**config.mk**
```make
export PLATFORM = sky130hd
export DESIGN_NAME = mem_stage_lsu
export DESIGN_NICKNAME = d
export VERILOG_FILES = /design/src/rtl/mem_stage_lsu.sv
export SDC_FILE = /design/constraint.sdc
export NUM_CORES = 1
export LEC_CHECK = 0
export ABC_AREA = 1
export CAP_MARGIN = 20
export CORE_MARGIN = 2
export CORE_UTILIZATION = 42
export DETAILED_ROUTE_END_ITERATION = 6
export GPL_TIMING_DRIVEN = 0
export PLACE_DENSITY = 0.84
export SLEW_MARGIN = 20
export SYNTH_ARGS = -nofsm -noshare
export SYNTH_HDL_FRONTEND = slang
export SYNTH_SLANG_ARGS = --single-unit
```
**constraint.sdc**
```tcl
create_clock -name i_clock -period 2 [get_ports i_clock]
set_clock_uncertainty 0.2 [all_clocks]
set_input_delay 0.3 -clock i_clock [delete_from_list [all_inputs] [get_ports i_clock]]
set_output_delay 0.3 -clock i_clock [all_outputs]
set_load 0.01 [all_outputs]
```
**src/rtl/mem_stage_lsu.sv**
```systemverilog
// MEM-stage load/store unit: lane-steers stores, extracts/extends loads and
// holds the pipeline with o_stall while a data-memory request is outstanding.
module mem_stage_lsu #(
  parameter int NB_REG  = 32,
  parameter int NB_MEM  = 5,
  parameter int NB_WB   = 8,
  parameter int NB_ADDR = 32
) (
  input  logic                 i_clock,
  input  logic                 i_reset,
  input  logic                 i_valid,
  input  logic [NB_ADDR-1:0]   i_alu_o,
  input  logic [NB_REG-1:0]    i_b_o,
  input  logic [NB_MEM-1:0]    i_mem,
  input  logic [NB_WB-1:0]     i_wb,
  input  logic [NB_REG-1:0]    i_pc,
  output logic                 o_stall,
  output logic                 o_dmem_req,
  output logic                 o_dmem_we,
  output logic [NB_ADDR-1:0]   o_dmem_addr,
  output logic [NB_REG/8-1:0]  o_dmem_be,
  output logic [NB_REG-1:0]    o_dmem_wdata,
  input  logic                 i_dmem_ack,
  input  logic [NB_REG-1:0]    i_dmem_rdata,
  output logic                 o_valid,
  output logic [NB_REG-1:0]    o_reg_wb,
  output logic [NB_REG-1:0]    o_ext_mem_o,
  output logic [NB_WB-1:0]     o_wb,
  output logic [NB_REG-1:0]    o_pc,
  output logic                 o_misalign
);
  localparam int NBYTE = NB_REG / 8;
  localparam int OFFW  = $clog2(NBYTE);

  typedef enum logic {IDLE, BUSY} state_t;

  logic            re, we, su;
  logic [1:0]      dsz;
  logic [OFFW-1:0] off;
  logic            mis;
  logic [NB_REG-1:0] st_wdata_d;
  logic [NBYTE-1:0]  st_be_d;
  logic [NB_REG-1:0] ld_rsh, ld_ext;

  state_t            state_q;
  logic [NB_ADDR-1:0] addr_q;
  logic [NBYTE-1:0]   be_q;
  logic [NB_REG-1:0]  wdata_q, alu_q, pc_q;
  logic               we_q, su_q;
  logic [1:0]         dsz_q;
  logic [OFFW-1:0]    off_q;
  logic [NB_WB-1:0]   wb_q;
  logic               valid_q, misalign_q;
  logic [NB_REG-1:0]  reg_wb_q, ext_q, pc_o_q;
  logic [NB_WB-1:0]   wb_o_q;

  assign re  = i_mem[4];
  assign we  = i_mem[3];
  assign su  = i_mem[2];
  assign dsz = i_mem[1:0];
  assign off = i_alu_o[OFFW-1:0];

  always_comb begin
    mis = 1'b0;
    case (dsz)
      2'b01:   mis = off[0];
      2'b10:   mis = |off[1:0];
      2'b11:   mis = (NB_REG == 32) || (|off);
      default: mis = 1'b0;
    endcase
  end

  // Stores replicate the sized field into every lane; enables pick the lane.
  always_comb begin
    st_wdata_d = i_b_o;
    st_be_d    = '1;
    case (dsz)
      2'b00: begin
        st_wdata_d = {(NB_REG/8){i_b_o[7:0]}};
        st_be_d    = NBYTE'(1) << off;
      end
      2'b01: begin
        st_wdata_d = {(NB_REG/16){i_b_o[15:0]}};
        st_be_d    = NBYTE'(3) << off;
      end
      2'b10: begin
        st_wdata_d = {(NB_REG/32){i_b_o[31:0]}};
        st_be_d    = NBYTE'(15) << off;
      end
      default: begin
        st_wdata_d = i_b_o;
        st_be_d    = '1;
      end
    endcase
  end

  assign ld_rsh = i_dmem_rdata >> {off_q, 3'b000};

  always_comb begin
    ld_ext = ld_rsh;
    case (dsz_q)
      2'b00:   ld_ext = su_q ? NB_REG'(ld_rsh[7:0])  : NB_REG'($signed(ld_rsh[7:0]));
      2'b01:   ld_ext = su_q ? NB_REG'(ld_rsh[15:0]) : NB_REG'($signed(ld_rsh[15:0]));
      2'b10:   ld_ext = su_q ? NB_REG'(ld_rsh[31:0]) : NB_REG'($signed(ld_rsh[31:0]));
      default: ld_ext = ld_rsh;
    endcase
  end

  always_ff @(posedge i_clock) begin
    if (i_reset) begin
      state_q    <= IDLE;
      addr_q     <= '0;
      be_q       <= '0;
      wdata_q    <= '0;
      alu_q      <= '0;
      pc_q       <= '0;
      we_q       <= 1'b0;
      su_q       <= 1'b0;
      dsz_q      <= '0;
      off_q      <= '0;
      wb_q       <= '0;
      valid_q    <= 1'b0;
      misalign_q <= 1'b0;
      reg_wb_q   <= '0;
      ext_q      <= '0;
      pc_o_q     <= '0;
      wb_o_q     <= '0;
    end else begin
      valid_q <= 1'b0;
      case (state_q)
        IDLE: if (i_valid) begin
          if (!(re | we) || mis) begin
            valid_q    <= 1'b1;
            misalign_q <= (re | we) & mis;
            reg_wb_q   <= NB_REG'(i_alu_o);
            ext_q      <= '0;
            wb_o_q     <= ((re | we) & mis) ? '0 : i_wb;
            pc_o_q     <= i_pc;
          end else begin
            // Loads read the whole word, so enables are write strobes only.
            addr_q  <= {i_alu_o[NB_ADDR-1:OFFW], OFFW'(0)};
            be_q    <= we ? st_be_d : '0;
            wdata_q <= st_wdata_d;
            we_q    <= we;
            su_q    <= su;
            dsz_q   <= dsz;
            off_q   <= off;
            wb_q    <= i_wb;
            pc_q    <= i_pc;
            alu_q   <= NB_REG'(i_alu_o);
            state_q <= BUSY;
          end
        end
        BUSY: if (i_dmem_ack) begin
          valid_q    <= 1'b1;
          misalign_q <= 1'b0;
          reg_wb_q   <= alu_q;
          ext_q      <= we_q ? '0 : ld_ext;
          wb_o_q     <= wb_q;
          pc_o_q     <= pc_q;
          state_q    <= IDLE;
        end
        default: state_q <= IDLE;
      endcase
    end
  end

  assign o_stall      = (state_q == BUSY);
  assign o_dmem_req   = (state_q == BUSY);
  assign o_dmem_we    = (state_q == BUSY) & we_q;
  assign o_dmem_addr  = addr_q;
  assign o_dmem_be    = be_q;
  assign o_dmem_wdata = wdata_q;
  assign o_valid      = valid_q;
  assign o_misalign   = misalign_q;
  assign o_reg_wb     = reg_wb_q;
  assign o_ext_mem_o  = ext_q;
  assign o_wb         = wb_o_q;
  assign o_pc         = pc_o_q;
endmodule

```
==> metrics.txt <==
most frequent cells after synthesis 283 x nand2_1, 219 x dfxtp_1, 179 x o21ai_0; share of layout cells above drive strength 1 10.1%; PwrDens 830 mW/mm²; H-tree depth 1; Clk Latency, worst-skew pair 0.53 ns; Worst-path clk slew 0.06 ns; vias in the first global route 9,768; GP Congestion 0.979; CTS buffer count 24; EDFF count, synth 0; CP required 1.50 ns; cts hold-fix bufs 0; Peak VDD IR 0.000606 V; startpoint types register; worst hold path stage count 3; post-synth cell types 28; dpl ws -1.14 ns; critical path class register to output pin; Root Buffer clkbuf_16; Starting DRT DRC Count 624; top_reg_cell synth dfxtp_1; slowest CP cell clkdlybuf4s50_1; area occupied by multi-input gates 0.00422 mm²; cells along the critical path clkdlybuf4s50_1; Area contributors post-synth dfxtp_1 46%, nand2_1 11%, o21ai_0 9.4%; fill count 1,935; fmax 505 MHz; period utilization 99.0%; internal power 8.36 mW; status finished, final reports clean; row count 55; CP arrival 1.48 ns; Pre-Repair DR Iteration Count 5; crit path time final 1.98 ns; total power 11.7 mW; clock power share 36.0%; Hold Vio Cnt, Final 0; #FFs+latches synth 219; GRT Total Usage 27.6%; critical path capture point type output pin; Crit path max-delay family buffers and inverters; Hold Path Class input port to register; Syn Area/Cell 7.38 µm²; max cap viols 0; Sequential Area 0.00439 mm²; Slew headroom 49.0%; R2R cell count 11; Seq pwr share 41.7%; Leak 6.01 nW; beginning of the worst hold path i_mem[0]; I/O pin count 322; Final nets 1,801; Yosys top cell by area dfxtp_1; Synth async-reset ratio 0%; via count 10,300; Core Region 0.0225 mm²; Bufs and invs on worst path 1; Vias/cell 5.28; die height 155 µm; dpl cells 1,898; max-slew violation count 0; RR Endpoint o_ext_mem_o[29]$_SDFFE_PP0P_; CTS sink cnt 219; count leader, synth nand2_1; Synth Warn # 0; net load switching power 3.34 mW; post-synth design cell area 0.00955 mm²; switching share of power 28.5%; Final Non-Filler Cells 1,950; largest net degree at the start of global routing 14; Final WS setup 0.0193 ns; wire length per cell 17.8 µm; combinational power share 22.2%; Worst Hold End dsz_q[0]$_SDFFE_PP0P_; initial antenna violation count 3; Slew @ Worst Pin 0.764 ns; I/O Buffers 318; die width 155 µm; CTS Buffer Depth 3; Initial Util 42.4%; Mapped Cells 1,294; Final ANT Viol Nets 0; die area 0.0239 mm²; worst stage delay on the critical path 0.58 ns; Worst Path Max Fanout 2; final setup fails 0; total gr overflow 0; CTS tree done; register-to-register setup slack 0.09 ns; first-pass GRT wire length 52,700 µm; dpl hpwl 25,800 µm; synth-to-layout area growth 47.6%; sequential area share after synthesis 45.9%; Yosys top cell area share 45.9%; Detailed Route WL 34,600 µm; reg2reg start o_dmem_req$_SDFF_PP0_; DR DRC count 0
## worst reg2reg max path: stages, from the launching register on
cell	delay, ns
dfxtp_4	0.37
buf_6	0.12
inv_2	0.04
clkbuf_4	0.19
nor2_4	0.15
inv_2	0.08
nor2_2	0.09
inv_2	0.06
buf_2	0.17
a21oi_1	0.13
nand2_1	0.09
a21oi_2	0.14
## cell type report
class	instances	share of cell area (%)
Antenna cell	2	0.0355
Buffer	127	5.57
Clock buffer	34	4.96
Clock inverter	6	0.338
Inverter	74	1.99
Multi-Input combinational cell	874	29.9
Sequential cell	219	31.1
Tap cell	285	2.53
Timing Repair Buffer	329	23.5
## metrics by stage
| step | util (%) | TNS, ns | hold WS (ns) | cell area, µm² |
|---|---|---|---|---|
| 6_report | 62.6 | 0 | 0.0166 | 14100 |
| 5_1_grt | 62.6 | -0.0352 | 0.0290 | 14100 |
| 4_1_cts | 62.2 | 0 | 0.0680 | 14000 |
| 3_5_place_dp | 58.2 | -203.67 | 0.239 | 13100 |
| 3_3_place_gp | 58.2 | -188.77 | 0.232 | 13100 |
| 2_1_floorplan | - | 0 | 0.225 | 9550 |
## how the worst max path moves through the flow
stage	startpoint	to	slack, ns	cells past startpoint
after floorplan	i_mem[1]	o_pc[23]$_SDFFE_PP0P_	0.03	12
after detailed placement	i_mem[1]	o_pc[23]$_SDFFE_PP0P_	-1.14	13
final	o_pc[29]$_SDFFE_PP0P_	o_pc[29]	0.02	1
after global placement	i_mem[1]	o_pc[23]$_SDFFE_PP0P_	-1.04	13
after CTS	alu_q[8]$_SDFFE_PP0P_	o_dmem_addr[8]	0.001	2
after global routing	o_dmem_req$_SDFF_PP0_	o_ext_mem_o[29]$_SDFFE_PP0P_	-0.01	11
## state kept, by name (all words and copies together), names as in the netlist, 2 cells and up
register and cells:
o_ext_mem_o 32, dsz_q 2, o_wb 8, o_pc 32, wb_q 8, pc_q 32, o_dmem_be 4, alu_q 31
o_reg_wb 32, o_dmem_wdata 32
## per-layer routing
layer,part of all wire [%],GRT usage (%),vias up
met5,0.020,0,-
met4,4.9,12.9,2
met3,7.6,5.02,104
met2,47,46.3,499
met1,41,34.6,4764
li1,-,-,4932
## power by group through the flow
stage               clock [mW]  sequential, mW  combinational, mW
floorplan                    0            5.04               1.14
global placement             0            4.95               2.46
detailed placement           0            4.96               2.51
CTS                       4.29            4.87               2.58
global route              4.48            4.91               2.81
finish                    4.21            4.88               2.60
## cells by family (layout without fill, tap and decap cells)
logic type | after synthesis | count (layout) | share of synthesized area (%)
fa+ha+maj | 7 | 7 | 0.918
mux | 34 | 34 | 3.57
other cells | 1 | 4 | 0.0393
flops | 219 | 219 | 45.9
compound gates | 391 | 391 | 20.8
simple gates | 440 | 440 | 18.6
buf+inv | 202 | 570 | 10.1
## layout by cell type (no fill, tap or decap), types with 2 or more instances in the layout
cell / Yosys / final
a21oi_1: 171 / 169
o21ai_1: 32 / 35
nor2_1: 93 / 92
dlygate4sd2_1: 0 / 21
clkbuf_16: 0 / 24
clkinv_2: 0 / 3
o211ai_1: 7 / 7
diode_2: 0 / 2
buf_6: 2 / 8
buf_4: 40 / 50
buf_12: 0 / 3
nand3_1: 50 / 50
clkbuf_1: 48 / 38
inv_1: 67 / 66
ha_1: 7 / 7
o21ai_0: 179 / 175
nand2_2: 6 / 7
a21oi_2: 1 / 3
clkbuf_8: 0 / 6
dfxtp_1: 219 / 218
clkbuf_2: 0 / 13
nand2_1: 283 / 282
buf_2: 34 / 22
clkbuf_4: 0 / 6
conb_1: 1 / 2
clkdlybuf4s50_1: 0 / 280
nor2_4: 1 / 2
nand3_2: 3 / 3
inv_2: 6 / 7
buf_1: 4 / 3
dlymetal6s2s_1: 0 / 14
mux2i_1: 34 / 34
## what timing repair did
item	CTS	global route
pin swaps	3	1
cloned	2	0
endpoints found under the setup margin	242	158
gates resized for setup	61	47
buffers inserted	8	1
Power figures use the tool's default switching activity.
